--- config.mk ---
export PLATFORM = sky130hd
export DESIGN_NAME = mac_array_feeder
export DESIGN_NICKNAME = d
export VERILOG_FILES = /design/src/rtl/mac_array_feeder.sv
export SDC_FILE = /design/constraint.sdc
export NUM_CORES = 2
export LEC_CHECK = 0
export BUFFER_PORTS_ARGS = -buffer_cell sky130_fd_sc_hd__buf_4
export CORE_MARGIN = 5
export CORE_UTILIZATION = 45
export DETAILED_ROUTE_END_ITERATION = 10
export SLEW_MARGIN = 20
export SYNTH_ARGS = -nofsm -noshare
export SYNTH_HDL_FRONTEND = slang
export SYNTH_SLANG_ARGS = --single-unit
--- constraint.sdc ---
create_clock -name clk -period 20.9 [get_ports clk]
set_clock_uncertainty 0.2 [all_clocks]
set_input_delay 4.18 -clock clk [delete_from_list [all_inputs] [get_ports clk]]
set_output_delay 4.18 -clock clk [all_outputs]
set_load 0.1 [all_outputs]
--- src/rtl/mac_array_feeder.sv ---
// Sequencer for a MacArray: buffers one weight tile, replays it bottom-row-first
// under a prefetch pulse, then streams ifmap vectors through a per-row diagonal skew.
module mac_array_feeder #(
    parameter int unsigned MAC_ROW        = 16,
    parameter int unsigned MAC_COL        = 16,
    parameter int unsigned IFMAP_BITWIDTH = 16,
    parameter int unsigned W_BITWIDTH     = 8,
    parameter int unsigned VEC_CNT_W      = 16
) (
    input  logic                              clk,
    input  logic                              rstn,
    input  logic                              start_in,
    input  logic [VEC_CNT_W-1:0]              vec_num_in,
    input  logic                              w_valid_in,
    output logic                              w_ready_out,
    input  logic [MAC_COL*W_BITWIDTH-1:0]     w_row_in,
    input  logic                              if_valid_in,
    output logic                              if_ready_out,
    input  logic [MAC_ROW*IFMAP_BITWIDTH-1:0] if_vec_in,
    output logic                              w_prefetch_out,
    output logic                              w_enable_out,
    output logic [MAC_COL*W_BITWIDTH-1:0]     w_data_out,
    output logic                              ifmap_start_out,
    output logic [MAC_ROW-1:0]                ifmap_enable_out,
    output logic [MAC_ROW*IFMAP_BITWIDTH-1:0] ifmap_data_out,
    output logic                              busy_out,
    output logic                              done_out
);
    localparam int unsigned ROW_W  = (MAC_ROW > 1) ? $clog2(MAC_ROW) : 1;
    localparam int unsigned WROW_W = MAC_COL * W_BITWIDTH;
    localparam int unsigned IW     = IFMAP_BITWIDTH;
    localparam logic [ROW_W-1:0] ROW_LAST = ROW_W'(MAC_ROW - 1);

    localparam logic [2:0] S_IDLE      = 3'd0;
    localparam logic [2:0] S_W_COLLECT = 3'd1;
    localparam logic [2:0] S_W_PULSE   = 3'd2;
    localparam logic [2:0] S_W_LOAD    = 3'd3;
    localparam logic [2:0] S_IF_PULSE  = 3'd4;
    localparam logic [2:0] S_IF_STREAM = 3'd5;
    localparam logic [2:0] S_DRAIN     = 3'd6;
    localparam logic [2:0] S_DONE      = 3'd7;

    logic [2:0]           state, state_d;
    logic [ROW_W-1:0]     row, row_d;
    logic [VEC_CNT_W-1:0] vec_num, vec_num_d;
    logic [VEC_CNT_W-1:0] vec_cnt, vec_cnt_d;
    logic [WROW_W-1:0]    wbuf [MAC_ROW];
    logic                 w_hs;
    logic                 if_hs;

    // Ready outputs mirror the current state, so a handshake implies the right state.
    assign w_hs  = w_valid_in & w_ready_out;
    assign if_hs = if_valid_in & if_ready_out;

    always_ff @(posedge clk or negedge rstn) begin
        if (!rstn) begin
            state   <= S_IDLE;
            row     <= '0;
            vec_num <= '0;
            vec_cnt <= '0;
        end else begin
            state   <= state_d;
            row     <= row_d;
            vec_num <= vec_num_d;
            vec_cnt <= vec_cnt_d;
        end
    end

    // row counts up while collecting, down while replaying, and times the drain.
    always_comb begin
        state_d   = state;
        row_d     = row;
        vec_num_d = vec_num;
        vec_cnt_d = vec_cnt;
        case (state)
            S_IDLE: begin
                if (start_in) begin
                    state_d   = S_W_COLLECT;
                    row_d     = '0;
                    vec_num_d = vec_num_in;
                    vec_cnt_d = '0;
                end
            end
            S_W_COLLECT: begin
                if (w_hs) begin
                    if (row == ROW_LAST) state_d = S_W_PULSE;
                    else                 row_d   = row + ROW_W'(1);
                end
            end
            S_W_PULSE: state_d = S_W_LOAD;
            S_W_LOAD: begin
                if (row == '0) state_d = (vec_num == '0) ? S_DONE : S_IF_PULSE;
                else           row_d   = row - ROW_W'(1);
            end
            S_IF_PULSE: state_d = S_IF_STREAM;
            S_IF_STREAM: begin
                if (if_hs) begin
                    vec_cnt_d = vec_cnt + VEC_CNT_W'(1);
                    if (vec_cnt_d == vec_num) begin
                        if (MAC_ROW > 1) begin
                            state_d = S_DRAIN;
                            row_d   = ROW_W'(1);
                        end else begin
                            state_d = S_DONE;
                        end
                    end
                end
            end
            S_DRAIN: begin
                if (row == ROW_LAST) state_d = S_DONE;
                else                 row_d   = row + ROW_W'(1);
            end
            S_DONE:  state_d = S_IDLE;
            default: state_d = S_IDLE;
        endcase
    end

    // Weight tile storage; intentionally not reset.
    always_ff @(posedge clk) begin
        if (w_hs) wbuf[row] <= w_row_in;
    end

    // Registered Moore outputs decoded from the next state.
    always_ff @(posedge clk or negedge rstn) begin
        if (!rstn) begin
            busy_out        <= 1'b0;
            done_out        <= 1'b0;
            w_ready_out     <= 1'b0;
            if_ready_out    <= 1'b0;
            w_prefetch_out  <= 1'b0;
            w_enable_out    <= 1'b0;
            w_data_out      <= '0;
            ifmap_start_out <= 1'b0;
        end else begin
            busy_out        <= (state_d != S_IDLE);
            done_out        <= (state_d == S_DONE);
            w_ready_out     <= (state_d == S_W_COLLECT);
            if_ready_out    <= (state_d == S_IF_STREAM);
            w_prefetch_out  <= (state_d == S_W_PULSE);
            w_enable_out    <= (state_d == S_W_LOAD);
            w_data_out      <= (state_d == S_W_LOAD) ? wbuf[row_d] : '0;
            ifmap_start_out <= (state_d == S_IF_PULSE);
        end
    end

    // Lane r delays each accepted element by r+1 cycles; idle cycles inject zero bubbles.
    genvar r;
    generate
        for (r = 0; r < MAC_ROW; r++) begin : g_lane
            logic [r:0]    en_sr;
            logic [IW-1:0] d_sr [r+1];

            always_ff @(posedge clk or negedge rstn) begin
                if (!rstn) begin
                    en_sr <= '0;
                    for (int i = 0; i <= r; i++) d_sr[i] <= '0;
                end else begin
                    en_sr[0] <= if_hs;
                    d_sr[0]  <= if_hs ? if_vec_in[r*IW +: IW] : '0;
                    for (int i = 1; i <= r; i++) begin
                        en_sr[i] <= en_sr[i-1];
                        d_sr[i]  <= d_sr[i-1];
                    end
                end
            end

            assign ifmap_enable_out[r]        = en_sr[r];
            assign ifmap_data_out[r*IW +: IW] = d_sr[r];
        end
    endgenerate

endmodule

==> run metrics <==
setup ws final 10.79 ns; First DRT Iteration DRCs 7,347; #FFs+latches synth 4,414; largest net degree at the start of global routing 216; worst slew pin tran 1.15 ns; Final Routed Wirelength 354 mm; Tcrit/Tclk final 48.4%; H-tree depth 5; Final TNS setup 0 ns; number of global-route vias before repair 78,200; Internal 16.0 mW; post-CTS sizing 0; sequential fraction of the synthesis area 83.7%; global-route wire length before repair 523 mm; Reg2Reg Capture Point w_data_out[42]; Initial Utilization 45.3%; Post-Syn Area per Cell 15.4 sq um; Critical Path RT 21.54 ns; Hold Violations, Final 0; CP Depth 16; Synth Flop Type dfrtp_1; maximum VDD drop 0.000212 V; total gr overflow 0; MaxCap Viol Count 0; Setup Crit Path Kind primary input to register; Final Max Slew Viols 0; hold wc startpoint g_lane[14].d_sr[140]; clock slew at reported path FFs 0.06 ns; FILL cells 25,400; FF-to-FF path depth 16; die area 332,000 sq um; CP Cell Sequence buf_6, nand2_1, nor3_1, nand4_1, nor4_1, and4_1, nor2_1, a21oi_4, buf_12, inv_8, nor3b_4, buf_4, buf_4, buf_4, nand3_1, nand4_1; Hold Path End g_lane[14].d_sr[124]; Die H 576 um; hold-fix buffers at CTS 0; antenna viol nets, final 0; Yosys warnings 0; max_slew headroom 23.6%; switching power 8.86 mW; Syn Nets 9,787; Async SR Flop Fraction 53.6%; port bufs 811; Sink Count 4,414; Core Rows 207; layout cells sized above 1 15.8%; sequential share of power 41.2%; Clock Tree Root clkbuf_16; unrepaired setup endpoints after global routing no; Layout Nets 10,400; Arr. time, crit path 10.75 ns; I/O pins 812; worst slack at placement 9.79 ns; Critical Path Sink Type register; Hold Path Class register to register; initial antenna violation count 65; CP max stage cell buf_4; Startpoint Class primary input; Leakage 73.0 nW; CTS tree built; Mapped Cells 9,376; combinational fraction of design power 27.5%; core area 319,000 sq um; R2R setup slack 13.15 ns; Routed wire per std cell 24.3 um; Final Power 24.9 mW; Die W 576 um; pwr dens 148 nW/um^2; Cell Area, Synth 144,000 sq um; reg2reg start vec_cnt[0]; Period minus WS final 10.11 ns; worst hold path depth 0; vias per std cell 5.29; most used cell, CP buf_4; GP Congestion 0.841; CTS Buffer Depth 4; switching part of the total power 35.7%; FMAX 0.0989 GHz; Final setup viols 0; setup bufs post-CTS 0; Clock Power Share 31.3%; cts bufs inserted 427; EDFF count, synth 2,048; First-pass DRT Iterations 6; worst-path maximum fanout 131; Detailed Place HPWL 185 mm; WP buf/inv 6; Min Hold Slack 0.0571 ns; Worst-Skew Late Latency 0.94 ns; Residual DRC 0; Critical Path Max Stage Delay 0.91 ns; status finished, final reports clean; vias 77,200; Distinct cells, synth 62; CP top delay family buffers and inverters; gr usage total 21.0%; area growth from synthesis to layout 16.1%
-- power by group through the flow --
| stage | clock [mW] | sequential (mW) | combinational [mW] |
|---|---|---|---|
| after floorplan | 0 | 11.0 | 4.18 |
| after global placement | 0 | 10.4 | 6.74 |
| after detailed placement | 0 | 10.4 | 6.85 |
| after CTS | 7.96 | 10.3 | 6.87 |
| after global routing | 8.33 | 10.3 | 7.46 |
| final | 7.77 | 10.2 | 6.84 |
-- stage by stage --
| stage | cell area (sq um) | cells | utilization [%] |
|---|---|---|---|
| 2_1_floorplan | 144000 | 9376 | - |
| 3_3_place_gp | 153000 | 13800 | 48.0 |
| 3_5_place_dp | 153000 | 13800 | 48.0 |
| 4_1_cts | 167000 | 14600 | 52.5 |
| 5_1_grt | 167000 | 14600 | 52.6 |
| 6_report | 167000 | 14600 | 52.6 |
-- cell usage after synthesis (all sizes together) (4+ instances only) --
library cell	count	area share (%)
mux2	15	0.12
o31ai	6	0.031
a21oi	10	0.043
a31oi	4	0.017
xnor2	13	0.079
xor2	4	0.024
clkbuf	242	0.63
nand2b	13	0.056
buf	471	2.0
nand3	1543	5.4
nor2	24	0.062
nor3b	7	0.043
and2	16	0.069
nor3	10	0.038
ha	6	0.052
o21ai	27	0.096
nor2b	4	0.017
nand2	2077	5.4
nor4	9	0.054
nand4	139	0.61
a22o	4	0.024
edfxtp	2048	43
and3	264	1.1
dfrtp	2366	41
inv	11	0.029
-- metal layers --
layer | vias to the layer above | GRT usage (%) | part of all wire (%)
li1 | 33600 | - | -
met1 | 40100 | 29.9 | 42
met2 | 2818 | 33.3 | 48
met3 | 583 | 4.18 | 7.4
met4 | 26 | 5.86 | 2.6
met5 | - | 0 | 0.047
-- layout by cell type, fill, tap and decap left out, types with 34 or more instances in the layout --
master / netlist / layout
nand3_1: 1542 / 1542
nand4_1: 137 / 137
nand2_1: 2076 / 2076
clkbuf_1: 242 / 103
clkinv_2: 0 / 62
dfrtp_1: 2366 / 2365
buf_4: 245 / 903
clkbuf_8: 0 / 76
and3_1: 264 / 261
diode_2: 0 / 34
clkbuf_16: 0 / 437
edfxtp_1: 2048 / 2048
-- worst max-delay path by stage --
stage,start,to,slack (ns)
after floorplan,w_valid_in,w_data_out[107],9.43
after global placement,if_valid_in,w_data_out[32],9.83
after detailed placement,if_valid_in,w_data_out[32],9.79
after CTS,if_valid_in,w_data_out[10],10.79
after global routing,if_valid_in,w_data_out[9],10.46
final,if_valid_in,w_data_out[8],10.79
-- cell type report --
type,instances,area (sq um),area share [%]
multi-input cells,4238,19700,11.8
flip-flops and latches,4414,121000,72.1
clock buffers,617,12400,7.39
repair buffers,932,7280,4.35
inverters,11,63.8,0.0381
well taps,4180,5230,3.12
diodes,34,85.1,0.0508
clock inverters,168,2020,1.21
-- flip-flops by register name (all words and copies together), names as in the netlist, 3 cells and up --
name	count
w_data_out	128
g_lane.d_sr	1936
vec_num	16
vec_cnt	16
row	4
wbuf	2048
state	3
ifmap_data_out	240
g_lane.en_sr	16
-- cells by family (layout without fill, tap and decap cells) --
kind of cell | count (synthesis) | count (layout) | share of synthesized area (%)
adder cells (fa/ha/maj) | 6 | 6 | 0.0521
multiplexers | 18 | 18 | 0.138
AND/OR/NAND/NOR | 4121 | 4121 | 13.0
XOR/XNOR | 17 | 17 | 0.103
other | 0 | 34 | 0
AO/OA/AOI/OAI | 76 | 76 | 0.357
buffers and inverters | 724 | 1728 | 2.71
flip-flops | 4414 | 4414 | 83.7
Power figures use the tool's default switching activity.
